<file path="src/rtl/result_trace_logger.sv">
// result_trace_logger
// Captures the per-cycle CPU result and flags ({N,Z,CO,OVF,cpu_out}) into a
// trace FIFO. The read side is show-ahead and drained through a valid/ready
// handshake. An optional value trigger freezes capture, so the cycles leading
// up to a chosen result stay in the FIFO for post-mortem inspection.
//
// Handshake: an entry transfers on every rising edge where rd_valid and
// rd_ready are both high. rd_valid depends only on registered state, never on
// rd_ready. rd_data holds steady while rd_valid is high and no transfer
// happens, and reads as zero while rd_valid is low.
module result_trace_logger #(
  parameter int DEPTH  = 16,
  parameter int AW     = 4,
  parameter int DROP_W = 16
) (
  input  logic              clk,
  input  logic              reset,
  input  logic              cap_en,
  input  logic [31:0]       cpu_out,
  input  logic              N,
  input  logic              Z,
  input  logic              CO,
  input  logic              OVF,
  input  logic              trig_en,
  input  logic [31:0]       trig_value,
  input  logic              rearm,
  output logic              rd_valid,
  output logic [35:0]       rd_data,
  input  logic              rd_ready,
  output logic [AW:0]       count,
  output logic [DROP_W-1:0] drop_count,
  output logic              stopped
);

  typedef enum logic {
    CAPTURE = 1'b0,
    STOPPED = 1'b1
  } state_t;

  localparam logic [AW:0] FULL_COUNT = (AW+1)'(DEPTH);

  state_t            state;
  state_t            state_next;
  logic [35:0]       mem [DEPTH];
  logic [AW-1:0]     wr_ptr;
  logic [AW-1:0]     rd_ptr;
  logic [AW:0]       count_q;
  logic [DROP_W-1:0] drop_q;
  logic              stopped_q;

  logic candidate;
  logic pop;
  logic push;
  logic drop;
  logic fire;

  // Datapath qualifiers. A pop on a full FIFO frees the slot the push needs.
  always_comb begin
    candidate = (state == CAPTURE) && cap_en;
    pop       = rd_valid && rd_ready;
    push      = candidate && ((count_q != FULL_COUNT) || pop);
    drop      = candidate && !push;
    fire      = candidate && trig_en && (cpu_out == trig_value);
  end

  // Next-state logic: a trigger fire always wins over rearm in CAPTURE.
  always_comb begin
    state_next = state;
    case (state)
      CAPTURE: if (fire)  state_next = STOPPED;
      STOPPED: if (rearm) state_next = CAPTURE;
      default: state_next = CAPTURE;
    endcase
  end

  // State register plus its registered decode.
  always_ff @(posedge clk) begin
    if (reset) begin
      state     <= CAPTURE;
      stopped_q <= 1'b0;
    end else begin
      state     <= state_next;
      stopped_q <= (state_next == STOPPED);
    end
  end

  // Pointers, occupancy and the saturating drop counter.
  always_ff @(posedge clk) begin
    if (reset) begin
      wr_ptr  <= '0;
      rd_ptr  <= '0;
      count_q <= '0;
      drop_q  <= '0;
    end else begin
      if (push) wr_ptr <= wr_ptr + AW'(1);
      if (pop)  rd_ptr <= rd_ptr + AW'(1);
      case ({push, pop})
        2'b10:   count_q <= count_q + (AW+1)'(1);
        2'b01:   count_q <= count_q - (AW+1)'(1);
        default: count_q <= count_q;
      endcase
      if (drop && (drop_q != '1)) drop_q <= drop_q + DROP_W'(1);
    end
  end

  // Trace storage; contents are deliberately left unreset.
  always_ff @(posedge clk) begin
    if (!reset && push) mem[wr_ptr] <= {N, Z, CO, OVF, cpu_out};
  end

  // Show-ahead read port, gated to zero when empty.
  always_comb begin
    rd_valid = (count_q != '0);
    rd_data  = rd_valid ? mem[rd_ptr] : 36'h0;
  end

  assign count      = count_q;
  assign drop_count = drop_q;
  assign stopped    = stopped_q;

endmodule

</file>
<file path="config.mk">
export PLATFORM = sky130hd
export DESIGN_NAME = result_trace_logger
export DESIGN_NICKNAME = d
export VERILOG_FILES = /design/src/rtl/result_trace_logger.sv
export SDC_FILE = /design/constraint.sdc
export NUM_CORES = 1
export LEC_CHECK = 0
export CORE_AREA = 2 2 227 229
export DETAILED_ROUTE_END_ITERATION = 10
export DIE_AREA = 0 0 229 231
export GPL_TIMING_DRIVEN = 0
export MAX_ROUTING_LAYER = met4
export PLACE_DENSITY = 0.66
export SYNTH_ARGS = -nofsm -noshare
export SYNTH_HDL_FRONTEND = slang
export SYNTH_SLANG_ARGS = --single-unit
</file>
<file path="constraint.sdc">
create_clock -name clk -period 8.52 [get_ports clk]
set_input_delay 1.278 -clock clk [delete_from_list [all_inputs] [get_ports clk]]
set_output_delay 1.278 -clock clk [all_outputs]
set_load 0.03 [all_outputs]
</file>
==> run_results.csv, run 1 <==
group,metric,value,unit
routing,drt-vias-per-instance,5.71,
yosys,yosysSeqAreaShare,75.1,%
timing,setup_viol,0,
pwr,p_leak,8.73,nW
global_route,antenna_found_initial,2,
yosys,synthesis.nets,1172,
yosys,synth_compound_area_share,0.659,%
yosys,ys_warn_count,0,
hold_path,min_from,"stopped",
routing,first_pass_iters,7,
hold_path,min_path_cells,2,
yosys,synth-main-ff-cell,"edfxtp_1",
yosys,muxShareOfSynthArea,17.2,%
placement,io_buffers,131,
yosys,syn-instance-count,1088,
routing,wirelength,55700,um
hold_path,min_path_type,"flip-flop to flip-flop",
pwr,ir_worst_vdd,174,uV
cts,clk_pin_slew,0.07,ns
worst_setup_path,crit_fanout,10,
cts,clockBufferDepth,3,
timing,setup_ws,2.95,ns
worst_setup_path,r2r_cells,5,
floorplanning,rows,83,
routing,drc,0,
timing,worst_pin_slew,1.03,ns
worst_setup_path,cp-end-kind,"primary output",
yosys,synth_largest_area_cell,"edfxtp_1",
worst_setup_path,timing.critical_path.from_type,"flip-flop",
global_route,grt_max_degree,21,
placement,dp_slack,3.57,ns
cts,numCtsBuffers,60,
global_route,grt-ovfl-total,0,
timing,setup-tns-final,0,ns
worst_setup_path,worstSetupPathType,"flip-flop to primary output",
cts,cts_sinks,610,
worst_setup_path,rr_endpoint,"mem[7][19]",
floorplanning,io_pins,133,
yosys,synth_top_family_by_area,"multiplexers",
timing,relSlewSlack,31.5,%
yosys,synth_xor_area_share,1.87,%
cts,hold_buffers,0,
run,cap_violations,0,
worst_setup_path,critPathArrivalTime,4.29,ns
routing,post_drt_wl_per_cell,27.4,um
worst_setup_path,rrSetupSlack,5.41,ns
yosys,synth_cell_type_count,43,
yosys,synth_area,23900,um2
cts,root_buffer,"clkbuf_16",
placement,place_hpwl,34800,um
global_route,grt_usage,22.1,%
cts,cts_tree,"done",
routing,detail-route-antenna-nets,0,
timing,fin_worst_skew,0.0296,ns
cts,post-cts-setup-buffer-count,0,
cells_and_area,areaGrowthSynthToFinish,19.7,%
pwr,power_density,276,nW/um2
cts,cts_max_level,2,
floorplanning,coreArea,50700,um2
yosys,avgSynthCellArea,22.0,um2
cells_and_area,fin_nets,1384,
floorplanning,initial_utilization,47.2,%
floorplanning,chipHeight,231,um
placement,place_congestion,0.803,
yosys,synth_edf_count,576,
global_route,grt_pass1_wl,80900,um
timing,worst_hold_slack,0.474,ns
timing,maxSlewViolCount,0,
timing,final.period_utilization,65.4,%
timing,final_hold_viol_count,0,
yosys,synth-simple-area-share,3.39,%
timing,post-route-min-period,5.57,ns
yosys,synthTopCellsByArea,"edfxtp_1 (72%), mux4_2 (17%), dfxtp_1 (2.8%)",
global_route,grt_pass1_vias,12000,
yosys,ys_ff_latch,610,
timing,fmax,0.180,GHz
cts,cts_resized,0,
cells_and_area,drive_above_1_share,24.9,%
yosys,synthArstFlopShare,0,%
timing,rsz0062_at_grt,"false",
yosys,netlist.area_leader.share,72.3,%
routing,detail_route.iter0.violations,1279,
floorplanning,die_w,229,um
cells_and_area,final_cell_mix,"edfxtp_1 (576), mux4_2 (180), clkdlybuf4s50_1 (131), clkbuf_16 (61), xnor2_1 (44)",
cells_and_area,n_fill_cell,3844,
yosys,synth_fa_ha_area_share,0.554,%
hold_path,min_delay_worst_endpoint,"stopped",
worst_setup_path,crit_required,7.24,ns
cells_and_area,final_common_cell,"edfxtp_1",
floorplanning,dieArea,52900,um2
routing,via_count,11600,
run_status,outcome,"finished, final reports clean",
worst_setup_path,timing.rr.start,"count[4]",
cts,clock_latency,0.62,ns
-- layout make-up --
type | instances | area, um2 | share of cell area (%)
tap | 680 | 851 | 2.97
inverter | 7 | 26.3 | 0.0917
clock inverter | 37 | 365 | 1.28
timing repair buffer | 150 | 1740 | 6.06
buffer | 49 | 267 | 0.931
multi-input combinational | 422 | 5780 | 20.2
sequential | 610 | 18000 | 62.8
clock buffer | 77 | 1630 | 5.68
antenna | 3 | 7.51 | 0.0262
-- sequential cells by signal (all words and copies together), names as in the netlist, named ones only --
name / cells
wr_ptr: 4
mem: 576
count: 5
rd_ptr: 4
drop_count: 16
stopped: 1
-- through the flow --
stage / util [%] / instance area, um2 / std cells / power [mW]
5_1_grt: 56.5 / 28600 / 2034 / 8.16
4_1_cts: 56.5 / 28600 / 2032 / 7.96
3_5_place_dp: 52.6 / 26600 / 1918 / 5.32
2_1_floorplan: - / 23900 / 1088 / 4.58
3_3_place_gp: 51.5 / 26100 / 1899 / 5.29
6_report: 56.5 / 28600 / 2035 / 7.90
-- synth_stat cells (4+ instances only) --
master and instances:
a211oi_1 5, xor2_1 7, nor4_1 5, clkbuf_1 22, buf_2 18, and2_1 36, buf_6 8, mux4_2 180
nor3_1 8, mux2i_1 6, inv_1 7, nor2b_1 4, dfxtp_1 34, edfxtp_1 576, nand2_1 13, a21oi_1 7
xnor2_1 44, nor2_1 47, ha_1 9, nand3_1 13, or3_1 4, nand4_1 11
-- power by group --
part	total, mW	internal, mW	switching (mW)	leakage, nW
Sequential	3.36	3.33	0.0296	5.46
Combinational	1.88	0.837	1.04	2.29
Clock	2.66	1.56	1.11	0.977
Total	7.90	5.72	2.17	8.73
-- layer usage --
| layer | GRT usage [%] | wire [um] |
|---|---|---|
| met4 | 5.54 | 1050 |
| met5 | - | 0 |
| met1 | 30.1 | 23400 |
| met3 | 3.93 | 3760 |
| met2 | 35.0 | 27500 |
-- critical path, stage by stage, from the launching register on --
cell	delay (ns)
dfxtp_1	0.35
clkbuf_1	0.52
clkbuf_1	0.63
buf_2	0.46
mux4_2	0.38
mux4_2	0.48
and2_1	0.24
clkdlybuf4s50_1	0.62
-- worst max path at each step --
stage	from	endpoint	depth (start not counted)	slack (ns)
after floorplan	cap_en	mem[3][0]	4	4.44
after global placement	rd_ready	mem[11][22]	5	1.60
after detailed placement	flip-flop	rd_data[27]	7	3.57
after CTS	flip-flop	rd_data[0]	7	2.89
after global routing	flip-flop	rd_data[0]	7	2.82
final	flip-flop	rd_data[0]	7	2.95
-- kinds of logic after synthesis --
logic type,Yosys count
fa+ha+maj,10
mux,186
buf+inv,56
flops,610
xor+xnor,51
simple gates,153
compound gates,22
Power figures use the tool's default switching activity.
==> run 2, diff against run 1 <==
--- a/config.mk
+++ b/config.mk
@@ -10,7 +10,7 @@
 export DIE_AREA = 0 0 229 231
 export GPL_TIMING_DRIVEN = 0
 export MAX_ROUTING_LAYER = met4
-export PLACE_DENSITY = 0.66
+export PLACE_DENSITY = 0.68
 export SYNTH_ARGS = -nofsm -noshare
 export SYNTH_HDL_FRONTEND = slang
 export SYNTH_SLANG_ARGS = --single-unit
==> constraint.sdc (replaced) <==
create_clock -name clk -period 5.1 [get_ports clk]
set_input_delay 0.765 -clock clk [delete_from_list [all_inputs] [get_ports clk]]
set_output_delay 0.765 -clock clk [all_outputs]
set_load 0.03 [all_outputs]
==> run 2 against run 1 <==
Compared with the run above:
- worst setup slack got worse by 2.7 ns
- sequential share of layout area increased by 0.31 points
- power increased by 66%
- first-iteration DRC count decreased by 6.2%
- via count increased by 1.1%
- core utilization decreased by 0.28 points
- clock skew decreased by 0.013 ns
- hold slack improved by 0.00087 ns
- global-route usage about the same
- sequential power increased by 67%
- non-clock buffer count decreased by 3
- highest routed layer unchanged
==> run_results.csv, run 2 (synthesis gave the netlist of run 1 again) <==
group,metric,value,unit
placement,place_hpwl,33800,um
worst_setup_path,timing.rr.start,"count[4]",
floorplanning,dieArea,52900,um2
cells_and_area,areaGrowthSynthToFinish,19.1,%
global_route,grt_pass1_wl,81600,um
worst_setup_path,cpMaxStageDelayCell,"clkdlybuf4s50_1",
worst_setup_path,cp_num_buf_inv,4,
cts,cts_tree,"done",
run,cap_violations,0,
hold_path,min_path_type,"flip-flop to flip-flop",
placement,dp_slack,0.879,ns
timing,post-route-min-period,4.85,ns
cells_and_area,multiInputGateArea,5780,um2
global_route,grt_pass1_vias,12200,
run_status,outcome,"finished, final reports clean",
worst_setup_path,timing.critical_path.from_type,"flip-flop",
hold_path,min_path_cells,2,
worst_setup_path,crit_required,4.34,ns
timing,worst_pin_slew,0.999,ns
cts,clock_latency,0.63,ns
timing,fin_worst_skew,0.0164,ns
cells_and_area,regArea,18000,um2
worst_setup_path,cp.depth,7,
worst_setup_path,critPathArrivalTime,4.08,ns
worst_setup_path,critical_path.top_delay_family,"buffers and inverters",
global_route,antenna_found_initial,4,
cells_and_area,fin_nets,1380,
routing,drt-vias-per-instance,5.78,
cts,clk_pin_slew,0.06,ns
global_route,grt_max_degree,21,
hold_path,min_from,"stopped",
cells_and_area,n_fill_cell,3806,
pwr,finalPower,13.1,mW
cts,cts_max_level,2,
placement,io_buffers,131,
cells_and_area,regMostFlops,"mem",
cts,post-cts-setup-buffer-count,0,
timing,final.period_utilization,95.1,%
cells_and_area,final_cell_mix,"edfxtp_1 (576), mux4_2 (180), clkdlybuf4s50_1 (131), clkbuf_16 (60), xnor2_1 (44)",
timing,setup_ws,0.250,ns
floorplanning,chipHeight,231,um
routing,detail-route-antenna-nets,0,
timing,final_hold_viol_count,0,
pwr,ir_worst_vdd,317,uV
placement,place_congestion,0.806,
cts,cts_resized,0,
worst_setup_path,crit_fanout,10,
cts,cts_sinks,610,
worst_setup_path,worstSetupPathType,"flip-flop to primary output",
worst_setup_path,slowest_delay,0.61,ns
cells_and_area,drive_above_1_share,24.6,%
cells_and_area,largest_register_ff_count,576,
floorplanning,rows,83,
cts,hold_buffers,0,
timing,setup_viol,0,
floorplanning,io_pins,133,
routing,drc,0,
cts,numCtsBuffers,59,
routing,wirelength,55500,um
pwr,p_leak,8.66,nW
routing,detail_route.iter0.violations,1200,
worst_setup_path,cp-end-kind,"primary output",
routing,post_drt_wl_per_cell,27.3,um
floorplanning,coreArea,50700,um2
routing,via_count,11700,
pwr,power_density,461,nW/um2
worst_setup_path,crit_chain,"clkbuf_1, clkbuf_1, buf_2, mux4_2, mux4_2, and2_1, clkdlybuf4s50_1",
timing,setup-tns-final,0,ns
timing,relSlewSlack,33.4,%
worst_setup_path,r2r_cells,5,
timing,fmax,0.206,GHz
timing,maxSlewViolCount,0,
floorplanning,initial_utilization,47.2,%
timing,rsz0062_at_grt,"false",
cts,clockBufferDepth,3,
cells_and_area,final_common_cell,"edfxtp_1",
global_route,grt-ovfl-total,0,
global_route,grt_usage,22.1,%
routing,first_pass_iters,7,
floorplanning,die_w,229,um
cts,root_buffer,"clkbuf_16",
==> run 2: cell count changes in the layout (fill, tap and decap cells not counted), sizes merged <==
cell	previous run	this run
clkbuf	99	92
clkinvlp	2	3
bufinv	7	8
inv	10	8
buf	46	43
clkinv	25	30
==> run 2: worst register-to-register path: cells and delay by family, from the launching register on <==
family | cells | cell delay, ns
AOI/OAI and AO/OA | 1 | 0.63
and+or+nand+nor | 3 | 1.45
DFF | 1 | 0.38
buffers and inverters | 1 | 0.28
==> run 2: cell type report <==
| cell class | count | share of cell area [%] |
|---|---|---|
| clock inverter | 42 | 1.47 |
| inverter | 7 | 0.0922 |
| clock buffer | 70 | 5.40 |
| tap | 680 | 2.99 |
| multi-input combinational | 422 | 20.3 |
| sequential | 610 | 63.1 |
| buffer | 49 | 0.935 |
| antenna | 3 | 0.0263 |
| timing repair buffer | 147 | 5.72 |
==> run 2: stage by stage <==
stage	area [um2]	cells	util [%]	hold WS [ns]
global placement	26100	1899	51.5	0.468
detailed placement	26500	1915	52.4	0.470
global route	28500	2030	56.2	0.503
CTS	28500	2027	56.2	0.483
finish	28500	2030	56.2	0.475
floorplan	23900	1088	-	0.459
==> run 2: path summary, 6_finish.rpt <==
check,end,slack [ns]
setup / recovery,rd_data[9],0.25
hold / removal,stopped,0.48
setup reg to reg,mem[14][21],2.03
hold reg to reg,stopped,0.48
==> run 2: where the power goes <==
part | internal [mW] | switching (mW) | total [mW]
combinational | 1.40 | 1.73 | 3.13
sequential | 5.56 | 0.0499 | 5.61
clock | 2.56 | 1.85 | 4.41
==> run 2: routing by layer <==
layer	global-route usage, %	up-vias	routed length [um]
met5	-	-	0
met2	34.3	452	27000
met1	30.8	6267	23400
met3	4.63	67	4170
li1	-	4952	-
met4	4.55	0	918
==> run 3, diff against run 2 <==
--- a/config.mk
+++ b/config.mk
@@ -5,9 +5,9 @@
 export SDC_FILE = /design/constraint.sdc
 export NUM_CORES = 1
 export LEC_CHECK = 0
-export CORE_AREA = 2 2 227 229
+export CORE_AREA = 2 2 292 178
 export DETAILED_ROUTE_END_ITERATION = 10
-export DIE_AREA = 0 0 229 231
+export DIE_AREA = 0 0 294 180
 export GPL_TIMING_DRIVEN = 0
 export MAX_ROUTING_LAYER = met4
 export PLACE_DENSITY = 0.68
==> run 3 against run 2 <==
Compared with the run above:
- combinational power barely moved
- core utilization barely moved
- critical endpoint is now rd_data[27]
- final area fell by 0.56%
- largest cell class unchanged
- fmax fell by 1.1%
- non-clock buffer count rose by 4
- die area barely moved
- global-route usage rose by 0.61 points
- final cell count fell by 1.7%
- first-iteration DRC count rose by 31%
- worst setup slack got worse by 0.056 ns
- clock skew rose by 0.0070 ns
==> run_results.csv, run 3 (synthesis gave the netlist of run 1 again) <==
group,metric,value,unit
run_status,outcome,"finished, final reports clean",
global_route,antenna_found_initial,1,
pwr,swShare,27.7,%
cells_and_area,areaGrowthSynthToFinish,18.4,%
cts,cts_max_level,2,
floorplanning,coreArea,50400,um2
pwr,finalPower,12.8,mW
cts,clockBufferDepth,3,
routing,first_pass_iters,5,
routing,via_count,11900,
timing,fin_worst_skew,0.0234,ns
routing,drt-vias-per-instance,5.96,
timing,maxSlewViolCount,0,
global_route,grt_pass1_vias,12100,
floorplanning,dieArea,52900,um2
pwr,ir_worst_vdd,310,uV
worst_setup_path,critPathArrivalTime,4.14,ns
routing,post_drt_wl_per_cell,28.7,um
placement,io_buffers,131,
cts,post-cts-setup-buffer-count,0,
floorplanning,chipHeight,180,um
floorplanning,initial_utilization,47.5,%
cells_and_area,largest_register_ff_count,576,
timing,worst_hold_slack,0.495,ns
cells_and_area,drive_above_1_share,24.1,%
timing,relSlewSlack,26.2,%
floorplanning,rows,64,
cts,numCtsBuffers,53,
cts,cts_tree,"done",
pwr,power_density,452,nW/um2
pwr,p_seq_share,43.7,%
hold_path,min_path_type,"flip-flop to flip-flop",
cells_and_area,fin_nets,1378,
timing,worst_pin_slew,1.11,ns
pwr,combPwrFrac,24.7,%
cts,root_buffer,"clkbuf_16",
floorplanning,io_pins,133,
timing,fmax,0.204,GHz
cts,cts_sinks,610,
timing,post-route-min-period,4.91,ns
routing,wirelength,57300,um
worst_setup_path,crit_chain,"clkbuf_1, clkbuf_1, buf_2, mux4_2, mux4_2, and2_1, clkdlybuf4s50_1",
cells_and_area,final_cell_mix,"edfxtp_1 (576), mux4_2 (180), clkdlybuf4s50_1 (131), clkbuf_16 (55), xnor2_1 (44)",
timing,setup_viol,0,
worst_setup_path,cp-end-kind,"primary output",
floorplanning,die_w,294,um
worst_setup_path,cpMaxStageDelayCell,"clkdlybuf4s50_1",
worst_setup_path,crit_required,4.34,ns
routing,detail_route.iter0.violations,1569,
routing,detail-route-antenna-nets,0,
global_route,grt_pass1_wl,83300,um
worst_setup_path,timing.critical_path.from_type,"flip-flop",
timing,final_hold_viol_count,0,
cts,hold_buffers,0,
pwr,p_sw,3.55,mW
global_route,grt-ovfl-total,0,
placement,place_hpwl,36000,um
worst_setup_path,slowest_delay,0.59,ns
pwr,p_leak,8.60,nW
pwr,pwr-share-clk,31.6,%
worst_setup_path,worstSetupPathType,"flip-flop to primary output",
pwr,p_int,9.26,mW
global_route,grt_max_degree,23,
cts,cts_resized,0,
routing,drc,0,
timing,rsz0062_at_grt,"false",
cts,clk_pin_slew,0.06,ns
placement,place_congestion,0.776,
global_route,grt_usage,22.7,%
cells_and_area,regMostFlops,"mem",
cells_and_area,final_common_cell,"edfxtp_1",
run,cap_violations,0,
cells_and_area,finalNonFillerCells,1996,
worst_setup_path,crit_fanout,10,
cts,clock_latency,0.59,ns
timing,final.period_utilization,96.2,%
placement,dpl.cell_count,1899,
run 3: changes by cell type in the layout (fill, tap and decap cells not counted), moves of 2 or more:
cell        delta
clkbuf_16      -5
clkinvlp_4     -3
clkbuf_8       +2
bufinv_16      -2
clkinv_1       -8
clkbuf_1       +5
buf_16         +3
clkinv_2       -3
diode_2        -2
run 3: metal layers:
layer / track usage [%] / vias to the layer above / wire length, um
met5: - / - / 0
li1: - / 4964 / -
met1: 34.0 / 6316 / 25200
met2: 33.7 / 541 / 26700
met4: 4.90 / 0 / 1130
met3: 3.14 / 84 / 4260
run 3: path summary, 6_finish.rpt:
check,startpoint,endpoint,slack [ns],cells past startpoint
min,stopped,stopped,0.50,2
max,flip-flop,rd_data[27],0.19,7
min reg2reg,stopped,stopped,0.50,2
max reg2reg,count[4],mem[3][28],1.99,5
run 3: critical path: cells and delay by family (launching register included):
family | cells | cell delay (ns)
multiplexers | 2 | 0.90
buffers and inverters | 4 | 2.12
AND/OR/NAND/NOR | 1 | 0.20
flip-flops | 1 | 0.31
run 3: power groups by stage:
stage | clock network, mW | logic [mW] | registers [mW]
4_1_cts | 4.10 | 3.21 | 5.61
3_3_place_gp | 0 | 3.16 | 5.72
2_1_floorplan | 0 | 1.92 | 5.74
6_report | 4.04 | 3.16 | 5.61
3_5_place_dp | 0 | 3.20 | 5.71
5_1_grt | 4.30 | 3.35 | 5.61
run 3: cell type report:
| type | instances | area, um2 |
|---|---|---|
| antenna | 1 | 2.50 |
| buffer | 49 | 267 |
| clock buffer | 72 | 1460 |
| clock inverter | 24 | 265 |
| fill | 3667 | 22000 |
| inverter | 7 | 26.3 |
| multi-input combinational | 422 | 5780 |
| sequential | 610 | 18000 |
| tap | 660 | 826 |
| timing repair buffer | 151 | 1730 |
run 3: metrics by stage:
| step | util (%) | worst slack [ns] | setup TNS [ns] | area (um2) |
|---|---|---|---|---|
| after global routing | 56.3 | 0.112 | 0 | 28300 |
| final | 56.3 | 0.195 | 0 | 28300 |
| after detailed placement | 52.8 | 0.827 | 0 | 26600 |
| after global placement | 51.8 | -1.46 | -729.37 | 26100 |
| after CTS | 56.3 | 0.160 | 0 | 28300 |
| after floorplan | - | 1.54 | 0 | 23900 |
==> RTL change 1 (flow settings as in run 1) <==
Put one more register stage on the output `count`, with the module's reset. The value now appears one clock later. The other outputs are not delayed to match.
--- a/src/rtl/result_trace_logger.sv
+++ b/src/rtl/result_trace_logger.sv
@@ -114,7 +114,13 @@
     rd_data  = rd_valid ? mem[rd_ptr] : 36'h0;
   end
 
-  assign count      = count_q;
+  always_ff @(posedge clk) begin
+    if (reset) begin
+      count <= '0;
+    end else begin
+      count <= count_q;
+    end
+  end
   assign drop_count = drop_q;
   assign stopped    = stopped_q;
 
Check against the original RTL: not equivalent (a bounded check fails within 4 cycles, from zero or initial values and one cycle with reset high).
==> RTL change 1 against run 1 <==
Setup slack gained 0.13 ns; via count grew 1.0%; critical path depth is the same; power grew 2.1%; sequential cell count grew 5; final area grew 0.55%; die area is the same; clock power shrank 3%; synthesized area grew 0.49%; core utilization grew 0.31 points; combinational power grew 12%; routed wire length grew 1.7%; first-iteration DRC count shrank 3.7%.
==> RTL change 1: results (changes against run 1) <==
cells_and_area:
  nets: 1392  # was 1,384
  buffer_area_share_pct: 7.44  # was 6.99%
  regArea_sq_um: 18100  # was 18,000 sq um
  n_all_inverters: 6  # was 7
  drive_above_1_share_pct: 24.8  # was 24.9%
  n_all_buffers: 203  # was 199
  nClkBuffers: 71  # was 77
  clock_area_share_pct: 6.54  # was 6.95%
sta:
  worst_slew_pin_slew_ns: 1.01  # was 1.03 ns
critical_path:
  regToRegSetupSlack_ns: 5.42  # was 5.41 ns
  rr_startpoint: "stopped$_SDFF_PP0_"  # was count[4]$_SDFFE_PP0P_
synthesis:
  syn_nets: 1176  # was 1,172
  muxShareOfSynthArea_pct: 17.1  # was 17.2%
  synth_xor_area_share_pct: 1.89  # was 1.87%
  syn_area_per_cell_sq_um: 22.0  # about the same
  yosysUniqueCellTypes: 46  # was 43
  synth.area.top_cells: "edfxtp_1, mux4_2, dfxtp_1"  # unchanged
place:
  placedCellCount: 1927  # was 1,918
  dp_hpwl_mm: 35.5  # was 34.8 mm
min_path:
  hp-start: "drop_count[15]$_SDFFE_PP0P_"  # was stopped$_SDFF_PP0_
  hold_end: "drop_count[15]$_SDFFE_PP0P_"  # was stopped$_SDFF_PP0_
routing:
  wl_per_cell_microns: 27.8  # was 27.4 microns
pwr:
  peakVddDrop_mv: 0.164  # was 0.174 mV
global_route:
  grt.total_usage_pct: 22.6  # was 22.1%
  use_met2_pct: 36.0  # was 35.0%
  grt_max_degree: 22  # was 21
clocking:
  clk_latency_ns: 0.60  # was 0.62 ns
run_status:
  run_status: "finished clean"  # unchanged
## RTL change 1: metrics by stage
step                worst slack [ns]  hold WS (ns)
floorplan                       4.43         0.459
global route                    3.00         0.549
CTS                             3.05         0.512
finish                          3.08         0.513
global placement                1.49         0.475
detailed placement              3.69         0.498
## RTL change 1: power breakdown
part | leakage, nW | internal, mW | switching (mW)
registers | 5.50 | 3.36 | 0.0268
clock network | 0.925 | 1.48 | 1.09
logic | 2.38 | 0.983 | 1.13
total | 8.81 | 5.82 | 2.25
## RTL change 1: worst max path at each step
stage          startpoint                    to  slack (ns)
5_1_grt          register           rd_data[35]        3.00
2_1_floorplan      cap_en   mem[3][0]$_DFFE_PP_        4.43
3_5_place_dp     register            rd_data[0]        3.69
6_report         register           rd_data[35]        3.08
3_3_place_gp     rd_ready  mem[3][22]$_DFFE_PP_        1.49
4_1_cts          register           rd_data[35]        3.05
## RTL change 1: tightest hold or removal path, delay by kind of cell (launching register included)
family	cells	cell delay (ns)
compound gates	2	0.14
flops	1	0.33
==> RTL change 2 (config.mk and constraints of run 1) <==
Without the edit above. The parameter `DROP_W` goes from 16 to 32.
--- a/src/rtl/result_trace_logger.sv
+++ b/src/rtl/result_trace_logger.sv
@@ -11,7 +11,7 @@
 module result_trace_logger #(
   parameter int DEPTH  = 16,
   parameter int AW     = 4,
-  parameter int DROP_W = 16
+  parameter int DROP_W = 32
 ) (
   input  logic              clk,
   input  logic              reset,
Interface: changed (resized drop_count); port bits go from 133 to 149. The function was not compared with the original's and may differ.
==> RTL change 2 against run 1 <==
Final area rose by 3.0%; count of clock-buffer cells in the layout up 1; routed wire length increased by 5.9%; sequential cell count is 16 higher; synthesized area up 3.0%; setup slack worse by 0.26 ns; final cell count up 5.9%; clock skew decreased by 0.0024 ns; non-clock buffer count grew 27; power fell by 0.37%; critical path type unchanged; highest routed layer unchanged.
==> RTL change 2: results (changes against run 1) <==
run_status:
  run_status: "finished clean"  # unchanged
routing:
  wirelength_mm: 59.0  # was 55.7 mm
  met2RoutedLength_mm: 28.5  # was 27.5 mm
  met1Wirelength_mm: 24.3  # was 23.4 mm
  route.met3.wl_mm: 4.49  # was 3.76 mm
  dr.first_iter.drc_count: 1151  # was 1,279
  via_per_inst: 5.84  # was 5.71
  dr.pass1.iters: 5  # was 7
global_route:
  grt.total_usage_pct: 23.5  # was 22.1%
  grt_max_degree: 23  # was 21
  antenna_found_initial: 3  # was 2
  use_met2_pct: 36.7  # was 35.0%
  grt_first_pass_wirelength_mm: 86.8  # was 80.9 mm
  met3_usage_pct: 5.50  # was 3.93%
  grt.met1_usage_pct: 30.9  # was 30.1%
  grt_pass1_vias: 13082  # was 12,010
cells_and_area:
  drive_above_1_share_pct: 21.7  # was 24.9%
  nFillCells: 3778  # was 3,844
  nets: 1509  # was 1,384
  largest_register_ffs: 576  # unchanged
  final_cells: 2156  # was 2,035
sta:
  worst_slew_pin_slew_ns: 1.14  # was 1.03 ns
  finClkSkew_ns: 0.0272  # was 0.0296 ns
place:
  dp_hpwl_mm: 36.9  # was 34.8 mm
  placedCellCount: 2041  # was 1,918
  placed_area_sq_um: 27600  # was 26,600 sq um
  port_buffers: 148  # was 131
  place.gp.congestion: 0.795  # was 0.803
synthesis:
  syn_nets: 1276  # was 1,172
  synth.area.top_cells: "edfxtp_1, mux4_2, dfxtp_1"  # unchanged
  ys_seq_area_share_pct: 74.2  # was 75.1%
  synth_warnings: 0  # unchanged
  ys_top_cells_by_count: "edfxtp_1, mux4_2, dfxtp_1, nor2_1, xnor2_1"  # was edfxtp_1, mux4_2, nor2_1, xnor2_1, and2_1
  syn_area_per_cell_sq_um: 20.7  # was 22.0 sq um
  yosysUniqueCellTypes: 44  # was 43
pwr:
  leakage_nw: 8.85  # was 8.73 nW
  peakVddDrop_mv: 0.161  # was 0.174 mV
clocking:
  clk_latency_ns: 0.64  # was 0.62 ns
  cts_buffers: 61  # was 60
critical_path:
  crit_arrival_ns: 4.55  # was 4.29 ns
  cpPeakStageDelay_ns: 0.78  # was 0.63 ns
  r2r_cells: 7  # was 5
## RTL change 2: area by class of cell
cell class,instances,area share (%)
sequential,626,62.1
multi-input combinational,498,21.1
timing repair buffer,170,6.72
clock buffer,78,5.47
tap,680,2.89
clock inverter,33,0.887
buffer,56,0.760
inverter,12,0.153
antenna,3,0.0255
## RTL change 2: per-stage QoR
step	power (mW)	util, %	worst slack (ns)	hold WS (ns)
CTS	7.95	58.2	2.67	0.512
finish	7.87	58.2	2.70	0.520
floorplan	4.65	-	4.52	0.459
global placement	5.37	53.3	1.67	0.473
global route	8.14	58.2	2.55	0.544
detailed placement	5.40	54.5	3.35	0.501
## RTL change 2: power by group
| group | internal (mW) | switching [mW] |
|---|---|---|
| registers | 3.40 | 0.0239 |
| clock network | 1.42 | 1.14 |
| logic | 0.830 | 1.05 |
| total | 5.66 | 2.21 |
## RTL change 2: path summary, 6_finish.rpt
check	from	to	slack [ns]
hold reg to reg	drop_count[12]$_SDFFE_PP0P_	drop_count[12]$_SDFFE_PP0P_	0.52
setup reg to reg	count[1]$_SDFFE_PP0P_	mem[3][26]$_DFFE_PP_	5.58
hold / removal	drop_count[12]$_SDFFE_PP0P_	drop_count[12]$_SDFFE_PP0P_	0.52
setup / recovery	register	rd_data[28]	2.70
## RTL change 2: logic make-up (layout without fill, tap and decap cells)
kind of cell	after synthesis	after routing	synth area share [%]
DFF	626	626	74.2
buffers and inverters	68	349	1.09
adders and majority gates	10	10	0.538
AOI/OAI and AO/OA	59	59	1.39
and+or+nand+nor	194	194	4.29
other	0	3	0
muxes	190	190	16.9
xor gates and xnor gates	45	45	1.60
